==> src/rtl/mask_unit_read_sequencer.sv <==
// Mask-unit gather sequencer: turns one vector read command into 4-element
// groups of crossbar reads and hands back each group zero-extended.
// Ports: cmd_* command handshake and fields; readReq_N_* crossbar requester
// N (0..3); readResp_* returning lane word tagged by writeIndex; out_* one
// completed group (data, element mask, last flag); busy while not idle.

module mask_unit_read_sequencer #(
    parameter int ELEM_W   = 10,
    parameter int VS_W     = 5,
    parameter int OFFSET_W = 5
) (
    input  logic                clock,
    input  logic                reset,
    input  logic                cmd_valid,
    output logic                cmd_ready,
    input  logic [VS_W-1:0]     cmd_bits_vs,
    input  logic [ELEM_W-1:0]   cmd_bits_startIndex,
    input  logic [ELEM_W:0]     cmd_bits_count,
    input  logic [1:0]          cmd_bits_eew,
    output logic                readReq_0_valid,
    input  logic                readReq_0_ready,
    output logic [VS_W-1:0]     readReq_0_bits_vs,
    output logic [OFFSET_W-1:0] readReq_0_bits_offset,
    output logic [1:0]          readReq_0_bits_readLane,
    output logic [1:0]          readReq_0_bits_dataOffset,
    output logic                readReq_1_valid,
    input  logic                readReq_1_ready,
    output logic [VS_W-1:0]     readReq_1_bits_vs,
    output logic [OFFSET_W-1:0] readReq_1_bits_offset,
    output logic [1:0]          readReq_1_bits_readLane,
    output logic [1:0]          readReq_1_bits_dataOffset,
    output logic                readReq_2_valid,
    input  logic                readReq_2_ready,
    output logic [VS_W-1:0]     readReq_2_bits_vs,
    output logic [OFFSET_W-1:0] readReq_2_bits_offset,
    output logic [1:0]          readReq_2_bits_readLane,
    output logic [1:0]          readReq_2_bits_dataOffset,
    output logic                readReq_3_valid,
    input  logic                readReq_3_ready,
    output logic [VS_W-1:0]     readReq_3_bits_vs,
    output logic [OFFSET_W-1:0] readReq_3_bits_offset,
    output logic [1:0]          readReq_3_bits_readLane,
    output logic [1:0]          readReq_3_bits_dataOffset,
    input  logic                readResp_valid,
    input  logic [1:0]          readResp_bits_writeIndex,
    input  logic [31:0]         readResp_bits_data,
    output logic                out_valid,
    input  logic                out_ready,
    output logic [127:0]        out_bits_data,
    output logic [3:0]          out_bits_mask,
    output logic                out_bits_last,
    output logic                busy
);

    typedef enum logic [1:0] {
        IDLE,
        BUSY,
        DRAIN
    } seqState_t;

    seqState_t state;

    logic [VS_W-1:0]     vsReg;
    logic [1:0]          eewReg;
    logic [ELEM_W:0]     remaining;
    logic [ELEM_W-1:0]   cursor;
    logic [3:0]          pend;
    logic [3:0]          outstanding;
    logic [3:0]          done;
    logic [3:0]          maskReg;
    logic                lastReg;
    logic                outValidReg;
    logic [VS_W-1:0]     reqVs   [4];
    logic [OFFSET_W-1:0] reqOff  [4];
    logic [1:0]          reqLane [4];
    logic [1:0]          reqDOff [4];
    logic [31:0]         dataReg [4];

    logic [3:0]          reqReady;
    logic [3:0]          reqFire;
    logic [3:0]          respHit;
    logic [3:0]          doneNext;
    logic                outFire;
    logic                doLoad;
    logic [ELEM_W:0]     groupSize;
    logic [VS_W-1:0]     ldVs;
    logic [1:0]          ldEew;
    logic [ELEM_W-1:0]   ldCursor;
    logic [ELEM_W:0]     ldRemain;
    logic [3:0]          ldMask;
    logic                ldLast;
    logic [ELEM_W-1:0]   ldElem  [4];
    logic [ELEM_W-1:0]   ldWord  [4];
    logic [VS_W-1:0]     ldReqVs [4];
    logic [OFFSET_W-1:0] ldReqOff[4];
    logic [1:0]          ldReqLane[4];
    logic [1:0]          ldReqDOff[4];
    logic [31:0]         widthMask;
    logic [31:0]         respShift[4];
    logic [31:0]         respExt [4];

    assign cmd_ready = (state == IDLE);
    assign busy      = (state != IDLE);
    assign reqReady  = {readReq_3_ready, readReq_2_ready,
                        readReq_1_ready, readReq_0_ready};
    assign reqFire   = pend & reqReady;
    assign doneNext  = done | respHit;
    assign outFire   = outValidReg && out_ready;
    assign groupSize = (remaining > (ELEM_W+1)'(4)) ?
                       (ELEM_W+1)'(4) : remaining;

    // A response counts only for a slot whose request already went out
    // on an earlier edge; anything else is dropped.
    always_comb begin
        respHit = '0;
        for (int k = 0; k < 4; k++) begin
            respHit[k] = readResp_valid && outstanding[k] &&
                         (readResp_bits_writeIndex == 2'(k));
        end
    end

    // Group load source: the new command in IDLE, the following group
    // when draining.
    always_comb begin
        if (state == IDLE) begin
            ldVs     = cmd_bits_vs;
            ldEew    = cmd_bits_eew;
            ldCursor = cmd_bits_startIndex;
            ldRemain = cmd_bits_count;
        end else begin
            ldVs     = vsReg;
            ldEew    = eewReg;
            ldCursor = cursor + ELEM_W'(4);
            ldRemain = remaining - groupSize;
        end
    end

    assign doLoad = (state == IDLE && cmd_valid &&
                     cmd_bits_count != '0) ||
                    (state == DRAIN && outFire && !lastReg);
    assign ldLast = (ldRemain <= (ELEM_W+1)'(4));

    // word = 32-bit word index of the element; four elements of 8b or
    // two of 16b share one word.
    always_comb begin
        ldMask = '0;
        for (int k = 0; k < 4; k++) begin
            ldElem[k] = ldCursor + ELEM_W'(k);
            ldWord[k] = ldElem[k];
            ldReqDOff[k] = 2'b00;
            unique case (1'b1)
                (ldEew == 2'd0): begin
                    ldWord[k]    = ldElem[k] >> 2;
                    ldReqDOff[k] = ldElem[k][1:0];
                end
                (ldEew == 2'd1): begin
                    ldWord[k]    = ldElem[k] >> 1;
                    ldReqDOff[k] = {ldElem[k][0], 1'b0};
                end
                default: begin
                    ldWord[k]    = ldElem[k];
                    ldReqDOff[k] = 2'b00;
                end
            endcase
            ldReqLane[k] = ldWord[k][1:0];
            ldReqOff[k]  = OFFSET_W'(ldWord[k] >> 2);
            ldReqVs[k]   = ldVs + VS_W'(ldWord[k] >> (OFFSET_W + 2));
            ldMask[k]    = (ldRemain > (ELEM_W+1)'(k));
        end
    end

    always_comb begin
        unique case (1'b1)
            (eewReg == 2'd0): widthMask = 32'h0000_00FF;
            (eewReg == 2'd1): widthMask = 32'h0000_FFFF;
            default:          widthMask = 32'hFFFF_FFFF;
        endcase
        for (int k = 0; k < 4; k++) begin
            respShift[k] = readResp_bits_data >> {reqDOff[k], 3'b000};
            respExt[k]   = respShift[k] & widthMask;
        end
    end

    always_ff @(posedge clock or posedge reset) begin
        if (reset) begin
            state       <= IDLE;
            vsReg       <= '0;
            eewReg      <= '0;
            remaining   <= '0;
            cursor      <= '0;
            pend        <= '0;
            outstanding <= '0;
            done        <= '0;
            maskReg     <= '0;
            lastReg     <= 1'b0;
            outValidReg <= 1'b0;
            for (int k = 0; k < 4; k++) begin
                reqVs[k]   <= '0;
                reqOff[k]  <= '0;
                reqLane[k] <= '0;
                reqDOff[k] <= '0;
                dataReg[k] <= '0;
            end
        end else begin
            unique case (state)
                IDLE: begin
                    if (doLoad) state <= BUSY;
                end
                BUSY: begin
                    pend        <= pend & ~reqFire;
                    outstanding <= (outstanding & ~respHit) | reqFire;
                    done        <= doneNext;
                    for (int k = 0; k < 4; k++) begin
                        if (respHit[k]) dataReg[k] <= respExt[k];
                    end
                    if (&doneNext) begin
                        state       <= DRAIN;
                        outValidReg <= 1'b1;
                    end
                end
                DRAIN: begin
                    if (outFire) begin
                        outValidReg <= 1'b0;
                        remaining   <= ldRemain;
                        cursor      <= ldCursor;
                        state       <= lastReg ? IDLE : BUSY;
                    end
                end
                default: state <= IDLE;
            endcase
            if (doLoad) begin
                vsReg       <= ldVs;
                eewReg      <= ldEew;
                remaining   <= ldRemain;
                cursor      <= ldCursor;
                pend        <= ldMask;
                outstanding <= '0;
                done        <= ~ldMask;
                maskReg     <= ldMask;
                lastReg     <= ldLast;
                for (int k = 0; k < 4; k++) begin
                    reqVs[k]   <= ldReqVs[k];
                    reqOff[k]  <= ldReqOff[k];
                    reqLane[k] <= ldReqLane[k];
                    reqDOff[k] <= ldReqDOff[k];
                    dataReg[k] <= '0;
                end
            end
        end
    end

    assign readReq_0_valid           = pend[0];
    assign readReq_0_bits_vs         = reqVs[0];
    assign readReq_0_bits_offset     = reqOff[0];
    assign readReq_0_bits_readLane   = reqLane[0];
    assign readReq_0_bits_dataOffset = reqDOff[0];
    assign readReq_1_valid           = pend[1];
    assign readReq_1_bits_vs         = reqVs[1];
    assign readReq_1_bits_offset     = reqOff[1];
    assign readReq_1_bits_readLane   = reqLane[1];
    assign readReq_1_bits_dataOffset = reqDOff[1];
    assign readReq_2_valid           = pend[2];
    assign readReq_2_bits_vs         = reqVs[2];
    assign readReq_2_bits_offset     = reqOff[2];
    assign readReq_2_bits_readLane   = reqLane[2];
    assign readReq_2_bits_dataOffset = reqDOff[2];
    assign readReq_3_valid           = pend[3];
    assign readReq_3_bits_vs         = reqVs[3];
    assign readReq_3_bits_offset     = reqOff[3];
    assign readReq_3_bits_readLane   = reqLane[3];
    assign readReq_3_bits_dataOffset = reqDOff[3];

    assign out_valid     = outValidReg;
    assign out_bits_data = {dataReg[3], dataReg[2], dataReg[1], dataReg[0]};
    assign out_bits_mask = maskReg;
    assign out_bits_last = lastReg;

endmodule

==> config.mk <==
export PLATFORM = sky130hd
export DESIGN_NAME = mask_unit_read_sequencer
export DESIGN_NICKNAME = d
export VERILOG_FILES = /design/src/rtl/mask_unit_read_sequencer.sv
export SDC_FILE = /design/constraint.sdc
export NUM_CORES = 1
export LEC_CHECK = 0
export CORE_UTILIZATION = 35
export DETAILED_ROUTE_END_ITERATION = 12
export MAX_ROUTING_LAYER = met4
export SETUP_SLACK_MARGIN = 0.3
export SLEW_MARGIN = 20
export SYNTH_ARGS = -nofsm -noshare
export SYNTH_HDL_FRONTEND = slang
export SYNTH_SLANG_ARGS = --single-unit
==> constraint.sdc <==
create_clock -name clock -period 17.6 [get_ports clock]
set_input_delay 1.76 -clock clock [delete_from_list [all_inputs] [get_ports clock]]
set_output_delay 1.76 -clock clock [all_outputs]
set_load 0.02 [all_outputs]
Word-level counts from Yosys, hierarchy flattened
Cells that the tools add are included.
{"block": "word_totals", "regBits": 232, "latch_bits": 0, "ramBits": 0, "mem_bits_ro": 0, "input_bits": 71, "out_inout_bits": 196, "wordCells": 149, "n_memories": 0}
{"block": "classes", "addsub": 9, "n_mul": 0, "n_div": 0, "order_cmp": 6, "n_eq_ne": 10, "shifts": 4, "mux": 40, "bitwise": 12, "reduce_logical": 37}
{"cell": "two-way mux 128 bit", "count": 2}
{"cell": "AND 32 bit", "count": 4}
{"cell": "two-way mux 32 bit", "count": 4}
{"cell": ">> shifter 32 x 5 -> 32 bit", "count": 4}
{"cell": "one-hot mux 10 bit (2 select lines)", "count": 4}
{"cell": "one-hot mux 32 bit (2 select lines)", "count": 1}
{"cell": "two-way mux 11 bit", "count": 5}
{"cell": "two-way mux 10 bit", "count": 4}
{"cell": "two-way mux 4 bit", "count": 6}
{"cell": "> comparator 11 x 1 -> 1 bit, second input constant", "count": 2}
{"cell": "> comparator 11 x 2 -> 1 bit, second input constant", "count": 2}
{"cell": "adder 10 x 2 -> 10 bit, second input constant", "count": 2}
{"cell": "adder 5 x 3 -> 5 bit", "count": 4}
{"cell": "nonzero test 2 bit", "count": 9}
{"cell": "one-hot mux 2 bit (2 select lines)", "count": 4}
{"cell": "logical AND 1 bit", "count": 13}
{"cell": "AND 4 bit", "count": 3}
{"cell": "inverter 4 bit", "count": 3}
{"cell": "> comparator 11 x 3 -> 1 bit, second input constant", "count": 1}
{"cell": "less-or-equal comparator 11 x 3 -> 1 bit, second input constant", "count": 1}
{"cell": "nonzero test 11 bit", "count": 1}
{"cell": "subtractor 11 bit", "count": 1}
{"cell": "adder 10 x 1 -> 10 bit, second input constant", "count": 1}
{"cell": "adder 10 x 3 -> 10 bit, second input constant", "count": 1}
{"cell": "16 further kinds", "count": 36}

Depth between registers and ports, before layout
{"block": "logic_depth", "depth_word": 7, "mapped_depth": 21, "depth_no_buf": 17}

Worst setup path after synthesis
OpenSTA, ideal clock, no wires.
{"block": "synth_path", "path_type": "input-to-reg", "from": "input port cmd_bits_startIndex[2]", "to": "register reqVs, in the netlist readReq_3_bits_vs[4]", "setup_ns": 0.083, "arrival_ns": 4.480, "required_time_ns": 17.517, "path_slack_ns": 13.038, "stages": 15, "path_buffers": 1, "path_cell_list": "o21ai_1 inv_1 ha_1 clkbuf_1 o31a_1 nor3b_1 xnor2_1 o21ai_0 a21oi_1 ha_1 fa_1 a21oi_1 nor2_1 xor2_1 o21ai_0"}
{"block": "synth_between", "elab_chain_len": 4}
{"item": "start: declaration", "line_no": "17", "text": "input logic [ELEM_W-1:0] cmd_bits_startIndex,"}
{"item": "two-way mux 10 bit", "line_no": "125", "text": "if (state == IDLE) begin"}
{"item": "via ldCursor[2]", "line_no": "88", "text": "logic [ELEM_W-1:0] ldCursor;"}
{"item": "adder 10 x 2 -> 10 bit", "line_no": "148", "text": "ldElem[k] = ldCursor + ELEM_W'(k);"}
{"item": "one-hot mux 10 bit (2 select lines)", "line_no": "151", "text": "unique case (1'b1)"}
{"item": "adder 5 x 3 -> 5 bit", "line_no": "167", "text": "ldReqVs[k] = ldVs + VS_W'(ldWord[k] >> (OFFSET_W + 2));"}
{"item": "end signal: indexed assignment", "line_no": "242", "text": "reqVs[k] <= ldReqVs[k];"}
{"item": "end: declaration", "line_no": "73", "text": "logic [VS_W-1:0] reqVs [4];"}
The timed path passes the listed nets, and every way through them passes these cells.
A chain may end at the register's enable or synchronous reset.

Worst setup path in the final report
{"block": "layout_path", "from": "input port cmd_bits_startIndex[2]", "to": "register reqVs, in the netlist readReq_1_bits_vs[4]"}
{"block": "layout_between", "elab_chain_len": 4}
{"item": "two-way mux 10 bit", "line_no": "125"}
{"item": "via ldCursor[2]", "line_no": "88"}
{"item": "adder 10 x 1 -> 10 bit", "line_no": "148"}
{"item": "one-hot mux 10 bit (2 select lines)", "line_no": "151"}
{"item": "adder 5 x 3 -> 5 bit", "line_no": "167"}
The timed path passes the listed nets, and every way through them passes these cells.

==> metrics.txt <==
Post-CTS Setup Inserts=0; CP max stage cell=clkdlybuf4s50_1; hpwl dp=29.95 mm; die area=between 30000 and 40000 um2; Hold Startpoint=readReq_0_bits_offset[2]$_DFFE_PP0N_; antenna-violating nets left=0; crit path kind=in2reg; total power=3.266 mW; Final Skew=0.02352 ns; io pins=267; clock-pin slew on the worst setup and hold paths=around 0.060 ns; CTS tree=yes; Pre-antenna DRT Iters=6; post-route clock period utilization=0.2762; Post-synth EDFFs=0; Fillers=3399; ys flop type=dfrtp_1; Worst Setup SP=cmd_bits_startIndex[2]; Startpoint Class=input pin; htree depth=1; Critical Path AT=around 5.3 ns; core area=between 30000 and 40000 um2; # rows=68; drc violations=0; ANT cells=0; Fin. Hold Viols=0; Max IR drop VDD=roughly 0.11 mV; GRT Total Usage=0.2390; CP bufs+invs=2; post-detailed-route wirelength per cell=20.40 um; pwr dens=a little over 200 nW/um2; initial core utilization=0.3553; largest net degree at the start of global routing=108; min Tclk post-route=approximately 5 ns; CTS root buffer=clkbuf_16; Final Max Slew Viols=0; Crit path max-delay family=compound AO/OA/AOI/OAI gates; share of layout cells above drive strength 1=0.07264; Setup TNS=0 ns; CP Capture Type=register; max_cap viols=0; initial DRC count=between 700 and 800; Static Leakage=6.675 nW; worst stage delay on the critical path=0.46 ns; Finish-stage setup viols=0; CTS sink cnt=230; Post-Syn Area=12270 um2; initial antenna violation count=0; Cell Chain, Critical Path=clkdlybuf4s50_1 > o21ai_1 > inv_1 > ha_1 > o211ai_1 > o21ai_0 > nand2_1 > nor3_1 > xnor2_1 > o221a_2 > ha_1 > fa_1 > a21oi_1 > nor2_1 > xor2_1 > o21ai_0; Die W=189.3 um; Post-Syn Instances=around 1400; Nets=1672; vias in the first global route=10590; Num CTS Buffers=28; Vias/cell=5.402; RSZ-0062 raised after global routing=no; Slew @ Worst Pin=just over 0.9 ns; GR Overflow Total=0; GPL Wtd Cong=0.8829; slew margin rel.=0.3738; total length of routed wires=41.86 mm; Post-synth ARST share=1.000; Seq cells post-synth=230; Synth cell types=70; Mean Syn Cell Area=8.997 um2; min-delay worst type=reg2reg; global-route wire length before repair=around 65 mm; CTS Buffer Depth=3; Port-buffer cells=266; sequential area share after synthesis=0.4690; worst reg2reg startpoint=state[1]$_DFFE_PP0P_; syn nets=1457; Resize count post-CTS=0; clock latency on the worst-skew pair=between 0.5 and 0.6 ns; Area Growth Syn to Fin=31.70%; FMAX=about 0.21 GHz; hold_buf cts=0; die height=189.3 um; routed vias=11090; outcome=finished, final reports clean; Crit path required time=18.06 ns; Critical Path Fanout Max=7; Ys Warns=0
[per-stage QoR]
step / instances / hold slack, ns / instance area [um2] / setup WS [ns] / utilization
floorplan: 1364 / 0.4579 / 12270 / 9.535 / -
global placement: 2003 / 0.4530 / 15230 / 12.26 / 0.4410
detailed placement: 2004 / 0.4545 / 15250 / 12.18 / 0.4414
CTS: 2052 / 0.4671 / 16160 / 12.77 / 0.4678
global route: 2052 / 0.4942 / 16160 / 12.50 / 0.4679
finish: 2052 / 0.4646 / 16160 / 12.74 / 0.4679
[worst register-to-register path: cells and delay by family (launching register included)]
kind            cells  cell delay, ns
buf+inv             3            0.56
compound gates      5            0.91
simple gates        4            0.60
fa+ha+maj           3            0.91
flops               1            0.52
mux                 1            0.49
xor+xnor            2            0.35
[layer usage]
layer	GRT usage	wire, um	vias to the layer above
met3	0.02984	2529	59
met4	0.05211	972	0
met1	0.3177	18420	5402
met5	-	0	-
met2	0.3900	19940	402
li1	-	-	5222
[final cells by class]
| class | count | area [um2] | area share |
|---|---|---|---|
| clock buffers | 41 | 829.5 | 0.05133 |
| clock inverters | 7 | 81.33 | 0.005032 |
| inverters | 17 | 71.32 | 0.004413 |
| multi-input cells | 1017 | 6040 | 0.3737 |
| flip-flops and latches | 230 | 5758 | 0.3563 |
| well taps | 455 | 569.3 | 0.03522 |
| repair buffers | 285 | 2813 | 0.1740 |
[flip-flops by register name, summed over array words and instances (netlist names), 4 cells and up]
name and flops:
out_bits_data 128, remaining 11, cursor 10, readReq_0_bits_offset 5, readReq_0_bits_vs 5, readReq_1_bits_offset 5, readReq_1_bits_vs 5, readReq_2_bits_offset 5
readReq_2_bits_vs 5, readReq_3_bits_offset 5, readReq_3_bits_vs 5, vsReg 5, done 4, out_bits_mask 4, outstanding 4, pend 4
[report_power, final]
part	switching [mW]	internal, mW
clock network	0.232	0.339
registers	0.151	0.716
logic	1.10	0.731
[synth_stat cells (4+ instances only)]
| library cell | n | area [um2] |
|---|---|---|
| nor4_1 | 8 | 50.05 |
| nor2b_1 | 16 | 100.1 |
| fa_1 | 4 | 80.08 |
| o21ai_0 | 178 | 890.9 |
| xor2_1 | 13 | 113.9 |
| nand2_1 | 222 | 833.3 |
| a21o_1 | 6 | 45.04 |
| clkbuf_1 | 67 | 251.5 |
| inv_1 | 15 | 56.30 |
| a211oi_1 | 11 | 82.58 |
| a21oi_1 | 83 | 415.4 |
| nor3_1 | 12 | 60.06 |
| nand3_1 | 51 | 255.2 |
| ha_1 | 18 | 225.2 |
| buf_6 | 5 | 56.30 |
| and2_1 | 5 | 31.28 |
| o211ai_1 | 7 | 52.55 |
| a22oi_1 | 6 | 45.04 |
| dfrtp_1 | 230 | 5756 |
| xnor2_1 | 26 | 227.7 |
| a31oi_1 | 11 | 68.82 |
| a221oi_1 | 4 | 35.03 |
| mux2i_1 | 49 | 490.5 |
| buf_1 | 10 | 37.54 |
| a31o_2 | 5 | 43.79 |
| nor2_1 | 122 | 457.9 |
| buf_2 | 14 | 70.07 |
| mux2i_2 | 5 | 68.82 |
| o22ai_1 | 12 | 75.07 |
| nand2b_1 | 17 | 106.4 |
| mux2_2 | 21 | 236.5 |
| buf_4 | 4 | 30.03 |
| o31ai_1 | 8 | 60.06 |
| a22o_1 | 39 | 341.6 |
| or3_1 | 7 | 43.79 |
[layout by cell type (no fill, tap or decap), types with 21 or more instances in the layout]
cell type          n
nand2_1          222
o21ai_0          178
dfrtp_1          228
mux2i_1           48
nand3_1           51
a21oi_1           81
xnor2_1           26
clkdlybuf4s50_1  266
clkbuf_16         28
a22o_1            39
mux2_2            21
nor2_1           122
[final timing paths]
| check | to | slack (ns) | cells past startpoint |
|---|---|---|---|
| worst max-delay path | readReq_1_bits_vs[4]$_DFFE_PP0N_ | 12.74 | 16 |
| worst min-delay path | readReq_0_bits_offset[2]$_DFFE_PP0N_ | 0.46 | 2 |
| worst max register to register | readReq_1_bits_vs[4]$_DFFE_PP0N_ | 13.15 | 18 |
| worst min register to register | readReq_0_bits_offset[2]$_DFFE_PP0N_ | 0.46 | 2 |
| max in group asynchronous | out_bits_data[59]$_DFFE_PP0P_ | 14.33 | 3 |
| min in group asynchronous | pend[0]$_DFFE_PP0P_ | 1.71 | 2 |
[cells by family (layout without fill, tap and decap cells)]
logic type / count (synthesis) / count (layout) / share of synthesized area
buf+inv: 117 / 350 / 0.04150
xor+xnor: 39 / 39 / 0.02783
other cells: 1 / 1 / 0.0003056
compound gates: 397 / 397 / 0.1958
fa+ha+maj: 22 / 22 / 0.02488
flops: 230 / 230 / 0.4690
simple gates: 481 / 481 / 0.1728
mux: 77 / 77 / 0.06790
(Power assumes the default switching activity.)
